==> src/rtl/alu_pipe.sv <==
// alu_pipe: single-issue ALU with registered result/flag outputs and valid/ready handshakes.
// Define ALU_PIPE_MUL_EN to add an iterative WIDTH-cycle shift-add multiplier on opcode 0110.

module alu_pipe #(
  parameter int WIDTH = 32,
  parameter int TAG_W = 4
) (
  input  logic             clk,
  input  logic             rst,
  input  logic             in_valid,
  output logic             in_ready,
  input  logic [3:0]       opcode,
  input  logic             set_cond,
  input  logic [WIDTH-1:0] op1,
  input  logic [WIDTH-1:0] op2,
  input  logic [TAG_W-1:0] in_tag,
  output logic             out_valid,
  input  logic             out_ready,
  output logic [WIDTH-1:0] result,
  output logic [TAG_W-1:0] out_tag,
  output logic             out_wr,
  output logic             flag_n,
  output logic             flag_z,
  output logic             flag_c,
  output logic             flag_v,
  output logic             cond_eq,
  output logic             cond_ne,
  output logic             cond_hi,
  output logic             cond_lt
);

  localparam logic [3:0] OP_AND = 4'b0000;
  localparam logic [3:0] OP_EOR = 4'b0001;
  localparam logic [3:0] OP_SUB = 4'b0010;
  localparam logic [3:0] OP_CMP = 4'b1010;
  localparam logic [3:0] OP_ORR = 4'b1100;
  localparam logic [3:0] OP_MOV = 4'b1101;
`ifdef ALU_PIPE_MUL_EN
  localparam logic [3:0] OP_MUL = 4'b0110;
  localparam int         CNT_W  = $clog2(WIDTH);
`endif
  localparam int MSB = WIDTH - 1;

  logic             r_outValid;
  logic [WIDTH-1:0] r_result;
  logic [TAG_W-1:0] r_outTag;
  logic             r_outWr;
  logic             r_n;
  logic             r_z;
  logic             r_c;
  logic             r_v;

  logic             w_isSub;
  logic [WIDTH-1:0] w_addB;
  logic [WIDTH-1:0] w_sum;
  logic             w_carry;
  logic             w_ovf;
  logic [WIDTH-1:0] w_aluRes;
  logic             w_aluArith;
  logic             w_aluWr;

  logic             w_outFree;
  logic             w_accept;
  logic             w_busy;
  logic             w_load;
  logic [WIDTH-1:0] w_ldRes;
  logic [TAG_W-1:0] w_ldTag;
  logic             w_ldWr;
  logic             w_ldSetCond;
  logic             w_ldArith;

  assign w_outFree = !r_outValid | out_ready;
  assign in_ready  = !w_busy & w_outFree;
  assign w_accept  = in_valid & in_ready;

  // One shared adder serves ADD, SUB and CMP; subtraction is op1 + ~op2 + 1.
  always_comb begin
    w_isSub = (opcode == OP_SUB) || (opcode == OP_CMP);
    w_addB  = w_isSub ? ~op2 : op2;
    {w_carry, w_sum} = {1'b0, op1} + {1'b0, w_addB} + {{WIDTH{1'b0}}, w_isSub};
    if (w_isSub)
      w_ovf = (op1[MSB] != op2[MSB]) & (w_sum[MSB] != op1[MSB]);
    else
      w_ovf = (op1[MSB] == op2[MSB]) & (w_sum[MSB] != op1[MSB]);
    w_aluRes   = w_sum;
    w_aluArith = 1'b1;
    case (opcode)
      OP_AND: begin w_aluRes = op1 & op2; w_aluArith = 1'b0; end
      OP_ORR: begin w_aluRes = op1 | op2; w_aluArith = 1'b0; end
      OP_EOR: begin w_aluRes = op1 ^ op2; w_aluArith = 1'b0; end
      OP_MOV: begin w_aluRes = op2;       w_aluArith = 1'b0; end
      default: ;
    endcase
    w_aluWr = (opcode != OP_CMP);
  end

`ifdef ALU_PIPE_MUL_EN
  logic             r_busy;
  logic [CNT_W-1:0] r_mulCnt;
  logic [WIDTH-1:0] r_mcand;
  logic [WIDTH-1:0] r_mplier;
  logic [WIDTH-1:0] r_acc;
  logic [TAG_W-1:0] r_mulTag;
  logic             r_mulSetCond;
  logic [WIDTH-1:0] w_accNext;
  logic             w_mulLast;
  logic             w_mulDone;
  logic             w_startMul;

  // The last partial product is folded in combinationally so the product can load on the WIDTH-th busy edge.
  assign w_accNext  = r_acc + (r_mplier[0] ? r_mcand : '0);
  assign w_mulLast  = (r_mulCnt == CNT_W'(WIDTH - 1));
  assign w_mulDone  = r_busy & w_mulLast & w_outFree;
  assign w_startMul = w_accept & (opcode == OP_MUL);

  always_ff @(posedge clk or posedge rst) begin
    if (rst) begin
      r_busy       <= 1'b0;
      r_mulCnt     <= '0;
      r_mcand      <= '0;
      r_mplier     <= '0;
      r_acc        <= '0;
      r_mulTag     <= '0;
      r_mulSetCond <= 1'b0;
    end else if (w_startMul) begin
      r_busy       <= 1'b1;
      r_mulCnt     <= '0;
      r_mcand      <= op1;
      r_mplier     <= op2;
      r_acc        <= '0;
      r_mulTag     <= in_tag;
      r_mulSetCond <= set_cond;
    end else if (r_busy) begin
      if (!w_mulLast) begin
        r_acc    <= w_accNext;
        r_mcand  <= r_mcand << 1;
        r_mplier <= r_mplier >> 1;
        r_mulCnt <= r_mulCnt + CNT_W'(1);
      end else if (w_outFree) begin
        r_busy <= 1'b0;
      end
    end
  end

  assign w_busy      = r_busy;
  assign w_load      = (w_accept & !w_startMul) | w_mulDone;
  assign w_ldRes     = w_mulDone ? w_accNext : w_aluRes;
  assign w_ldTag     = w_mulDone ? r_mulTag : in_tag;
  assign w_ldWr      = w_mulDone ? 1'b1 : w_aluWr;
  assign w_ldSetCond = w_mulDone ? r_mulSetCond : set_cond;
  assign w_ldArith   = w_mulDone ? 1'b0 : w_aluArith;
`else
  assign w_busy      = 1'b0;
  assign w_load      = w_accept;
  assign w_ldRes     = w_aluRes;
  assign w_ldTag     = in_tag;
  assign w_ldWr      = w_aluWr;
  assign w_ldSetCond = set_cond;
  assign w_ldArith   = w_aluArith;
`endif

  // Result and flags load together; logical ops and MUL leave C and V untouched.
  always_ff @(posedge clk or posedge rst) begin
    if (rst) begin
      r_outValid <= 1'b0;
      r_result   <= '0;
      r_outTag   <= '0;
      r_outWr    <= 1'b0;
      r_n        <= 1'b0;
      r_z        <= 1'b0;
      r_c        <= 1'b0;
      r_v        <= 1'b0;
    end else if (w_load) begin
      r_outValid <= 1'b1;
      r_result   <= w_ldRes;
      r_outTag   <= w_ldTag;
      r_outWr    <= w_ldWr;
      if (w_ldSetCond) begin
        r_n <= w_ldRes[MSB];
        r_z <= (w_ldRes == '0);
        if (w_ldArith) begin
          r_c <= w_carry;
          r_v <= w_ovf;
        end
      end
    end else if (out_ready) begin
      r_outValid <= 1'b0;
    end
  end

  assign out_valid = r_outValid;
  assign result    = r_result;
  assign out_tag   = r_outTag;
  assign out_wr    = r_outWr;
  assign flag_n    = r_n;
  assign flag_z    = r_z;
  assign flag_c    = r_c;
  assign flag_v    = r_v;
  assign cond_eq   = r_z;
  assign cond_ne   = !r_z;
  assign cond_hi   = r_c & !r_z;
  assign cond_lt   = r_n != r_v;

endmodule

==> config.mk <==
export PLATFORM = sky130hd
export DESIGN_NAME = alu_pipe
export DESIGN_NICKNAME = d
export VERILOG_FILES = /design/src/rtl/alu_pipe.sv
export SDC_FILE = /design/constraint.sdc
export NUM_CORES = 1
export LEC_CHECK = 0
export BUFFER_PORTS_ARGS = -buffer_cell sky130_fd_sc_hd__buf_4
export CAP_MARGIN = 20
export CORE_UTILIZATION = 45
export CTS_CLUSTER_DIAMETER = 80
export DETAILED_ROUTE_END_ITERATION = 10
export PLACE_DENSITY_LB_ADDON = 0.25
export SLEW_MARGIN = 20
export SYNTH_ARGS = -nofsm -noshare
export SYNTH_HDL_FRONTEND = slang
export SYNTH_SLANG_ARGS = --single-unit
==> constraint.sdc <==
create_clock -name clk -period 2.8 [get_ports clk]
set_clock_uncertainty 0.2 [all_clocks]
set_input_delay 0.56 -clock clk [delete_from_list [all_inputs] [get_ports clk]]
set_output_delay 0.56 -clock clk [all_outputs]
set_load 0.05 [all_outputs]
==> results of run 1 <==
metrics by stage:
stage	total power (W)	std cells	setup WS [ns]
2_1_floorplan	0.00238	795	-1.72
3_3_place_gp	0.00345	1263	-1.26
3_5_place_dp	0.00349	1263	-1.33
4_1_cts	0.00426	1286	-0.979
5_1_grt	0.00480	1305	-1.16
6_report	0.00458	1305	-1.03
final cells by class:
cell class              instances  area (um2)
clock buffers                   7         143
clock inverters                 1        5.00
fillers                       853        2880
inverters                      76         285
multi-input cells             634        5330
flip-flops and latches         42        1050
well taps                     172         215
repair buffers                373        2960
worst reg2reg max path, delay by kind of cell, from the launching register on:
kind,cells,cell delay (ns)
compound gates,1,0.19
simple gates,8,1.43
flops,1,0.37
synth_stat cells, drive strengths merged (10+ instances only):
| library cell | number |
|---|---|
| ha | 100 |
| nand2 | 93 |
| inv | 76 |
| a21oi | 70 |
| o21ai | 54 |
| nor2 | 46 |
| xnor2 | 45 |
| dfrtp | 42 |
| clkbuf | 34 |
| mux2i | 30 |
| nand4 | 16 |
| o22ai | 13 |
| nor3 | 12 |
| xor2 | 10 |
registers in the layout (all words and copies together) (netlist names):
signal     flops
result        32
out_tag        4
cond_eq        1
flag_c         1
flag_n         1
flag_v         1
out_valid      1
out_wr         1
how the worst max path moves through the flow:
stage	startpoint	end	slack, ns	cells past startpoint
floorplan	opcode[0]	cond_eq$_DFFE_PP0P_	-1.72	20
global placement	opcode[0]	cond_eq$_DFFE_PP0P_	-1.26	18
detailed placement	opcode[0]	cond_eq$_DFFE_PP0P_	-1.33	18
CTS	opcode[2]	cond_eq$_DFFE_PP0P_	-0.98	16
global route	opcode[0]	cond_eq$_DFFE_PP0P_	-1.16	16
finish	opcode[0]	cond_eq$_DFFE_PP0P_	-1.03	16
power by group through the flow:
| stage | clock [W] | combinational (W) | sequential (W) |
|---|---|---|---|
| after floorplan | 0 | 0.00108 | 0.00131 |
| after global placement | 0 | 0.00262 | 0.000831 |
| after detailed placement | 0 | 0.00265 | 0.000841 |
| after CTS | 0.000574 | 0.00285 | 0.000833 |
| after global routing | 0.000599 | 0.00335 | 0.000848 |
| final | 0.000573 | 0.00317 | 0.000833 |
logic make-up (layout without fill, tap and decap cells):
logic type,after synthesis,after routing,share of synthesized area
compound gates,220,220,0.228
xor+xnor,55,55,0.0796
fa+ha+maj,101,101,0.210
buf+inv,119,457,0.0753
flops,42,42,0.174
mux,36,36,0.0608
simple gates,222,222,0.173
layer usage:
| layer | wire [um] | GRT usage |
|---|---|---|
| met4 | 1010 | 0.115 |
| met5 | 0 | 0 |
| met2 | 10600 | 0.496 |
| met3 | 1860 | 0.0310 |
| met1 | 9390 | 0.402 |
what timing repair did:
action / CTS / global route
cloned: 1 / 0
hold buffers: 0 / 0
buffers inserted: 18 / 23
pin swaps: 53 / 61
endpoints found under the setup margin: 32 / 33
resized for setup: 98 / 71
==> flow_summary.yaml, run 1 <==
outcome:
  run_status: "complete, but fails checks"
  violations: "negative setup slack"
floorplanning:
  pin_count: 124
  rows: 41
  start_util: 0.470
  dieArea_um2: 13900
  core_um2: 12900
  fp.dieW_um: 118
  die_h_um: 118
placed_design:
  placed_area_um2: 8820
  port_buffers: 123
  hpwlAfterDp_um: 15700
  place_congestion: 0.939
sta:
  relSlewSlack: 0.434
  finalHoldViolCount: 0
  fmax_ghz: 0.261
  period_needed_ns: 3.83
  fin_setup_tns_ns: -19.73
  hold_ws_ns: 0.225
  setup_viol: 33
  setup_slack_ns: -1.03
  period_share: 1.37
  drv_slew: 0
  rsz0062_at_grt: "yes"
  tightest_slew_ns: 0.849
layout:
  layout_common_cells: "buf_4 (339), ha_1 (91), nand2_1 (89)"
  final_common_cell: "buf_4"
  diodes: 0
  design_area_um2: 9990
  final_nets: 1310
  fin_util: 0.776
  syn_to_final_growth_pct: 65.2
  layout-drive-gt1-share: 0.446
cts:
  clock_path_buffers: 2
  clkTransAtPathRegs_ns: 0.06
  cts-htree-levels: 2
  numCtsBuffers: 5
  cts.sinks: 42
  root_buffer: "clkbuf_16"
  cts_tree: "built"
  clkLatencyLatePin_ns: 0.28
pwr:
  power_leakage_nw: 4.96
  p_clk_frac: 0.125
  switchingPower_w: 0.00209
  seqPwrFrac: 0.182
  vdd_ir_drop_max_mv: 0.430
  p_int_w: 0.00249
  switching_share: 0.456
  cellPowerDensity_nw_per_um2: 458
  combPwrFrac: 0.693
global_route:
  grt_pass1_wl_um: 34200
  antenna_found_initial: 0
  grt_overflow_total: 0
  grt_max_degree: 69
  grt_pass1_vias: 7015
  track_usage: 0.301
critical_path:
  cp_slowest_cell: "or3_4"
  r2r_cells: 9
  critPathMaxStageDelay_ns: 0.40
  reg2reg_slack_ns: 0.54
  worstPathRequired_ns: 2.81
  critical_path.cell_chain: "buf_8, nor3b_4, buf_12, xnor2_4, ha_4, a21o_1, a31o_2, a222oi_1, buf_4, a21oi_2, or3_4, a31oi_4, and4b_1, nand4_1, nor4_2, a32o_1"
  crit_type: "in -> reg"
  critPathBufInv: 3
  cp-start-kind: "primary input"
  end_kind: "flop"
  rr_endpoint: "cond_eq$_DFFE_PP0P_"
  worstPathArrival_ns: 3.85
  cp_max_fo: 8
  worstReg2RegStart: "out_valid$_DFFE_PP0P_"
  crit_family: "compound AO/OA/AOI/OAI gates"
logic_synthesis:
  async_flop_share: 1.00
  synthTopCellsByArea: "ha_1 (21%), dfrtp_1 (17%), xnor2_1 (6.5%), nand2_1 (5.8%), a21oi_1 (5.7%)"
  synth_area_leader_cell: "ha_1"
  synth_fp_nets: 973
  synth-main-ff-cell: "dfrtp_1"
  synth-seq-cells: 42
  synth.distinct_cells: 63
  syn-cell-area_um2: 6050
  synth_cells: 795
  yosysSeqAreaShare: 0.174
  avgSynthCellArea_um2: 7.61
  synth_warnings: 0
  synth_edf_count: 0
  synth_top_area_share: 0.207
routing:
  routed_wirelength_um: 22900
  vias_per_cell: 5.77
  ant_nets: 0
  route.detailed.drc: 0
  wl_per_cell_um: 17.5
  drtIter0Drc: 588
  vias: 7524
  first_pass_iters: 5
min_path:
  hp-class: "in -> async"
flow_run:
  drv_cap: 0
No activity file was read; power rests on OpenSTA's default activity.
==> run 2: changes to the inputs <==
--- a/config.mk
+++ b/config.mk
@@ -7,6 +7,7 @@
 export LEC_CHECK = 0
 export BUFFER_PORTS_ARGS = -buffer_cell sky130_fd_sc_hd__buf_4
 export CAP_MARGIN = 20
+export CORE_MARGIN = 1.5
 export CORE_UTILIZATION = 45
 export CTS_CLUSTER_DIAMETER = 80
 export DETAILED_ROUTE_END_ITERATION = 10
==> run 2 against run 1 <==
- the run still ends with negative setup slack left
- clock power up 15%
- sequential share of layout area up 0.084 points
- cell count up 0.69%
- sequential cell count unchanged
- critical path type unchanged
==> flow_summary.yaml, run 2 (synthesized netlist as in run 1, its figures left out) <==
sta:
  drv_slew: 0
  tightest_slew_ns: 0.544
  setup_viol: 32
  fmax_ghz: 0.257
  setup_slack_ns: -1.09
  relSlewSlack: 0.637
  finalHoldViolCount: 0
  rsz0062_at_grt: "yes"
  period_share: 1.39
  fin_setup_tns_ns: -19.17
  period_needed_ns: 3.89
cts:
  clkLatencyLatePin_ns: 0.28
  root_buffer: "clkbuf_16"
  clkTransAtPathRegs_ns: 0.06
  cts_tree: "built"
  cts.sinks: 42
  clock_path_buffers: 2
  cts-htree-levels: 2
  numCtsBuffers: 5
pwr:
  p_clk_frac: 0.145
  switchingPower_w: 0.00200
  power_leakage_nw: 4.97
  p_int_w: 0.00253
  switching_share: 0.441
  combPwrFrac: 0.673
  vdd_ir_drop_max_mv: 0.295
  seqPwrFrac: 0.182
  cellPowerDensity_nw_per_um2: 457
layout:
  fillCellCount: 977
  design_area_um2: 9910
  syn_to_final_growth_pct: 63.9
  largest_reg_flops: 32
  layout-drive-gt1-share: 0.436
  final_nets: 1316
  layout_common_cells: "buf_4 (357), ha_1 (93), nand2_1 (92)"
  diodes: 0
  final_common_cell: "buf_4"
  fin_util: 0.752
placed_design:
  port_buffers: 123
  hpwlAfterDp_um: 16000
  dp_slack_ns: -1.41
  placed_area_um2: 8930
  place_congestion: 0.963
routing:
  first_pass_iters: 6
  ant_nets: 0
  vias: 7302
  routed_wirelength_um: 21700
  wl_per_cell_um: 16.5
  route.detailed.drc: 0
  vias_per_cell: 5.56
  drtIter0Drc: 688
floorplanning:
  rows: 42
  start_util: 0.459
  pin_count: 124
  die_h_um: 119
  core_um2: 13200
  fp.dieW_um: 119
  dieArea_um2: 14100
min_path:
  hp-class: "in -> async"
global_route:
  grt_pass1_vias: 6610
  track_usage: 0.284
  grt_overflow_total: 0
  grt_max_degree: 44
  antenna_found_initial: 0
  grt_pass1_wl_um: 32800
outcome:
  run_status: "complete, but fails checks"
  violations: "negative setup slack"
critical_path:
  critical_path.cell_chain: "buf_8, nor3b_4, buf_6, buf_16, xnor2_1, ha_1, nand4_1, inv_1, a222oi_1, buf_4, buf_4, buf_4, buf_4, a31oi_4, xnor2_2, o221ai_2, nand3b_1, nor4_2, a32o_1"
  end_kind: "flop"
  cp_max_fo: 8
  critPathMaxStageDelay_ns: 0.40
  crit_type: "in -> reg"
  path_common_cell: "buf_4"
  cp_slowest_cell: "a222oi_1"
  worstPathArrival_ns: 3.86
  worstPathRequired_ns: 2.77
  cp-start-kind: "primary input"
flow_run:
  drv_cap: 0
[run 2: cell types whose count changed in the layout (fill, tap and decap cells not counted), moves of 3 or more]
cell / delta
xnor2_4: -3
nand2_1: +3
buf_8: -3
a21oi_4: -3
buf_4: +18
buf_6: -12
o21ai_2: -3
xnor2_1: +3
[run 2: area by class of cell]
type	count	area, um2	share of cell area
Multi-Input combinational cell	634	5210	0.525
Timing Repair Buffer	379	2980	0.301
Sequential cell	42	1050	0.106
Inverter	76	285	0.0288
Tap cell	176	220	0.0222
Clock buffer	6	139	0.0140
Clock inverter	1	30.0	0.00303
[run 2: path summary, 6_finish.rpt]
kind,from,to,slack [ns],cells past startpoint
worst max-delay path,opcode[0],cond_eq$_DFFE_PP0P_,-1.09,19
worst min register to register,out_tag[1]$_DFFE_PP0P_,out_tag[1]$_DFFE_PP0P_,0.28,2
max in group asynchronous,rst,result[3]$_DFFE_PP0P_,1.83,3
worst min-delay path,rst,result[27]$_DFFE_PP0P_,0.22,3
min in group clk,in_tag[3],out_tag[3]$_DFFE_PP0P_,0.27,3
worst max register to register,out_valid$_DFFE_PP0P_,cond_eq$_DFFE_PP0P_,0.51,9
[run 2: power groups by stage]
stage / registers, W / logic [W] / clock network, W
2_1_floorplan: 0.00131 / 0.00108 / 0
3_3_place_gp: 0.000828 / 0.00265 / 0
3_5_place_dp: 0.000835 / 0.00269 / 0
4_1_cts: 0.000825 / 0.00282 / 0.000663
5_1_grt: 0.000841 / 0.00324 / 0.000688
6_report: 0.000825 / 0.00305 / 0.000657
[run 2: layer usage]
metal | global-route usage | up-vias | share of wire | wire (um)
li1 | - | 3487 | - | -
met1 | 0.397 | 3395 | 0.43 | 9380
met2 | 0.477 | 342 | 0.47 | 10200
met3 | 0.0211 | 78 | 0.069 | 1490
met4 | 0.0678 | 0 | 0.031 | 670
met5 | 0 | - | 0 | 0
[run 2: through the flow]
step,instances,total power (W),hold slack [ns]
after floorplan,795,0.00238,0.465
after global placement,1279,0.00348,0.258
after detailed placement,1279,0.00353,0.267
after CTS,1299,0.00431,0.235
after global routing,1314,0.00477,0.280
final,1314,0.00453,0.224
[run 2: what timing repair did]
item                                    CTS  global route
endpoints found under the setup margin   32            33
resized for setup                        63            62
setup buffers                            13            18
pin swaps                                38            44
hold endpoints to repair                  0             0
hold buffers                              0             0
gates cloned                              1             0
[run 2: worst max-delay path, delay by kind of cell]
kind,cells,cell delay (ns)
and+or+nand+nor,4,0.65
adders and majority gates,1,0.30
buffers and inverters,8,1.03
xor gates and xnor gates,2,0.31
AOI/OAI and AO/OA,4,0.99
==> run 3: changes to the inputs <==
--- a/config.mk
+++ b/config.mk
@@ -7,8 +7,10 @@
 export LEC_CHECK = 0
 export BUFFER_PORTS_ARGS = -buffer_cell sky130_fd_sc_hd__buf_4
 export CAP_MARGIN = 20
+export CELL_PAD_IN_SITES_DETAIL_PLACEMENT = 1
+export CELL_PAD_IN_SITES_GLOBAL_PLACEMENT = 1
 export CORE_MARGIN = 1.5
-export CORE_UTILIZATION = 45
+export CORE_UTILIZATION = 41
 export CTS_CLUSTER_DIAMETER = 80
 export DETAILED_ROUTE_END_ITERATION = 10
 export PLACE_DENSITY_LB_ADDON = 0.25
==> run 3 against run 2 <==
- the flow now stops in global routing (5_1_grt)
- synthesized cell count is the same
- synthesized area is the same
==> flow_summary.yaml, run 3 <==
global_route:
  track_usage: 0.880
  grt_max_degree: 48
  antenna_found_initial: 6
  grt_overflow_total: 610
sta:
  postGrtWorstEndpoint: "cond_eq$_DFFE_PP0P_/D"
  worst-ep-kind: "sequential cell input"
placed_design:
  port_buffers: 123
  place_congestion: 0.966
  hpwlAfterDp_um: 22200
  placed_area_um2: 9010
outcome:
  lastStage: "global routing (5_1_grt)"
  tool.error: "[ERROR GRT-0232] Routing congestion too high. Check the congestion heatmap in the GUI."
  run_status: "did not finish"
logic_synthesis:
  synth_top_family_by_area: "compound AO/OA/AOI/OAI gates"
  synth-main-ff-cell: "dfrtp_1"
  avgSynthCellArea_um2: 7.61
  synth_top_area_share: 0.207
  synthXorXnorAreaFrac: 0.0796
  synth-adder-area-share: 0.210
  synth_fp_nets: 973
  synth_area_leader_cell: "ha_1"
  synth.distinct_cells: 63
  synth_most_common_cell: "ha_1"
  syn-cell-area_um2: 6050
  synthSimpleGateAreaFrac: 0.173
  synth.top_cells.by_count: "ha_1 (100), nand2_1 (93), inv_1 (76)"
  synth_edf_count: 0
  synthMuxAreaShare: 0.0608
  yosysSeqAreaShare: 0.174
  synth_cells: 795
  synth_warnings: 0
  synth-compound-area-share: 0.228
  synth-seq-cells: 42
  synthTopCellsByArea: "ha_1 (21%), dfrtp_1 (17%), xnor2_1 (6.5%), nand2_1 (5.8%), a21oi_1 (5.7%)"
  async_flop_share: 1.00
floorplanning:
  rows: 44
  start_util: 0.418
  pin_count: 124
  die_h_um: 124
  fp.dieW_um: 124
cts:
  clock_path_buffers: 2
  cts-htree-levels: 2
  root_buffer: "clkbuf_16"
  numCtsBuffers: 5
  cts.sinks: 42
run 3: cell counts after synthesis:
Identical to the previous run, type by type.
run 3: logic make-up after synthesis:
family,after synthesis
flops,42
xor+xnor,55
compound gates,220
fa+ha+maj,101
buf+inv,119
mux,36
simple gates,222
run 3: repair_timing:
| action | CTS |
|---|---|
| cloned | 1 |
| hold buffers | 0 |
| setup endpoints to repair | 33 |
| gates resized for setup | 135 |
| pin swaps | 61 |
| buffers inserted | 35 |
run 3: stage by stage:
| stage | std cells | setup slack (ns) | util |
|---|---|---|---|
| floorplan | 795 | -1.72 | - |
| global placement | 1296 | -1.36 | 0.622 |
| detailed placement | 1296 | -1.57 | 0.622 |
| CTS | 1332 | -1.09 | 0.692 |
run 3: per-layer routing:
layer	GRT usage	overflow
met3	0.658	5
met1	0.856	4
met2	1.11	458
met5	0.0523	0
met4	0.985	143
==> run 4: changes to the inputs <==
==> config.mk (replaced) <==
export PLATFORM = sky130hd
export DESIGN_NAME = alu_pipe
export DESIGN_NICKNAME = d
export VERILOG_FILES = /design/src/rtl/alu_pipe.sv
export SDC_FILE = /design/constraint.sdc
export NUM_CORES = 1
export LEC_CHECK = 0
export BUFFER_PORTS_ARGS = -buffer_cell sky130_fd_sc_hd__buf_4
export CAP_MARGIN = 20
export CORE_MARGIN = 1.5
export CORE_UTILIZATION = 30
export DETAILED_ROUTE_END_ITERATION = 10
export PLACE_DENSITY_LB_ADDON = 0.15
export SLEW_MARGIN = 20
export SYNTH_ARGS = -nofsm -noshare
export SYNTH_HDL_FRONTEND = slang
export SYNTH_SLANG_ARGS = --single-unit
==> run 4 against run 3 <==
- the flow now finishes, with violations (negative setup slack)
==> flow_summary.yaml, run 4 (synthesized netlist as in run 1, its figures left out) <==
flow_run:
  drv_cap: 0
routing:
  route.detailed.drc: 0
  vias: 6797
  vias_per_cell: 4.82
  ant_nets: 0
  drtIter0Drc: 380
  wl_per_cell_um: 15.4
  routed_wirelength_um: 21600
  first_pass_iters: 5
floorplanning:
  fp.dieW_um: 145
  pin_count: 124
  rows: 51
  dieArea_um2: 21000
  die_h_um: 145
  start_util: 0.309
  core_um2: 19600
layout:
  final_nets: 1321
  largest_reg_flops: 32
  syn_to_final_growth_pct: 66.7
  fin_util: 0.515
  layout.cells.non_filler: 1409
  layout_common_cells: "buf_4 (363), ha_1 (93), nand2_1 (92)"
  fillCellCount: 1932
  diodes: 0
  final_common_cell: "buf_4"
  layout-drive-gt1-share: 0.445
sta:
  period_needed_ns: 3.78
  setup_slack_ns: -0.980
  hold_ws_ns: 0.212
  fmax_ghz: 0.265
  setup_viol: 32
  drv_slew: 0
  relSlewSlack: 0.601
  rsz0062_at_grt: "yes"
  finalHoldViolCount: 0
  period_share: 1.35
  tightest_slew_ns: 0.597
critical_path:
  cp_slowest_cell: "or3_1"
  worstPathRequired_ns: 2.82
  end_kind: "flop"
  cp-start-kind: "primary input"
  path_common_cell: "buf_4"
  critical_path.cell_chain: "buf_8, nor3b_4, buf_4, buf_12, xnor2_1, ha_1, buf_6, a31o_2, a222oi_1, buf_4, buf_4, a211oi_4, o21ai_2, a21oi_2, or3_1, a31o_1, nor4_2, a32o_1"
  cp_max_fo: 8
  crit_type: "in -> reg"
  worstPathArrival_ns: 3.80
  critPathMaxStageDelay_ns: 0.33
min_path:
  hp-class: "in -> async"
placed_design:
  place_congestion: 0.892
  hpwlAfterDp_um: 17500
  dp.cells: 1366
  port_buffers: 123
  dp_slack_ns: -1.42
global_route:
  grt_overflow_total: 0
  grt_max_degree: 48
  track_usage: 0.207
  grt_pass1_wl_um: 35200
  antenna_found_initial: 0
  grt_pass1_vias: 6665
cts:
  cts-htree-levels: 2
  cts.sinks: 42
  cts_tree: "built"
  cts_hold_buf: 0
  clkLatencyLatePin_ns: 0.28
  numCtsBuffers: 5
  clock_path_buffers: 2
  clkTransAtPathRegs_ns: 0.06
  root_buffer: "clkbuf_16"
outcome:
  violations: "negative setup slack"
  run_status: "complete, but fails checks"
pwr:
  total_power_w: 0.00449
  vdd_ir_drop_max_mv: 0.249
  cellPowerDensity_nw_per_um2: 445
  power_leakage_nw: 5.00
-- run 4: routing by layer --
layer | global-route usage | wire, um
met3 | 0.0208 | 821
met2 | 0.335 | 9840
met1 | 0.300 | 10800
met4 | 0.0335 | 197
met5 | 0 | 0
-- run 4: metrics by stage --
| stage | setup TNS, ns | cell area (um2) |
|---|---|---|
| 6_report | -17.87 | 10100 |
| 5_1_grt | -22.40 | 10100 |
| 4_1_cts | -15.77 | 9780 |
| 3_5_place_dp | -28.30 | 9010 |
| 3_3_place_gp | -27.02 | 9010 |
| 2_1_floorplan | -31.18 | 6320 |
-- run 4: path summary, 6_finish.rpt --
kind / start / endpoint / slack, ns / depth (start not counted)
min in group clk: in_tag[3] / out_tag[3]$_DFFE_PP0P_ / 0.26 / 3
max in group asynchronous: rst / result[7]$_DFFE_PP0P_ / 1.82 / 3
setup / recovery: opcode[0] / cond_eq$_DFFE_PP0P_ / -0.98 / 18
hold / removal: rst / flag_v$_DFFE_PP0P_ / 0.21 / 3
hold reg to reg: result[19]$_DFFE_PP0P_ / result[19]$_DFFE_PP0P_ / 0.27 / 2
setup reg to reg: out_valid$_DFFE_PP0P_ / cond_eq$_DFFE_PP0P_ / 0.48 / 9
-- run 4: layout make-up --
class,count,area [um2],share of cell area
clock inverters,2,12.5,0.00124
multi-input cells,634,5250,0.521
inverters,76,285,0.0283
repair buffers,384,3010,0.299
well taps,265,332,0.0329
flip-flops and latches,42,1050,0.104
clock buffers,6,139,0.0138
-- run 4: report_power, final --
part | internal (W) | switching (W) | total, W
combinational | 0.00138 | 0.00169 | 0.00308
clock | 0.000353 | 0.000235 | 0.000588
sequential | 0.000743 | 0.0000856 | 0.000829
total | 0.00248 | 0.00201 | 0.00449
-- run 4: what timing repair did --
item,CTS,global route
setup buffers,29,18
setup endpoints to repair,32,33
gates cloned,1,0
gates resized for setup,93,51
pin swaps,62,60
-- run 4: critical path, delay by kind of cell --
family / cells / cell delay [ns]
adders and majority gates: 1 / 0.29
xor gates and xnor gates: 1 / 0.12
and+or+nand+nor: 3 / 0.76
buffers and inverters: 6 / 0.86
AOI/OAI and AO/OA: 7 / 1.20
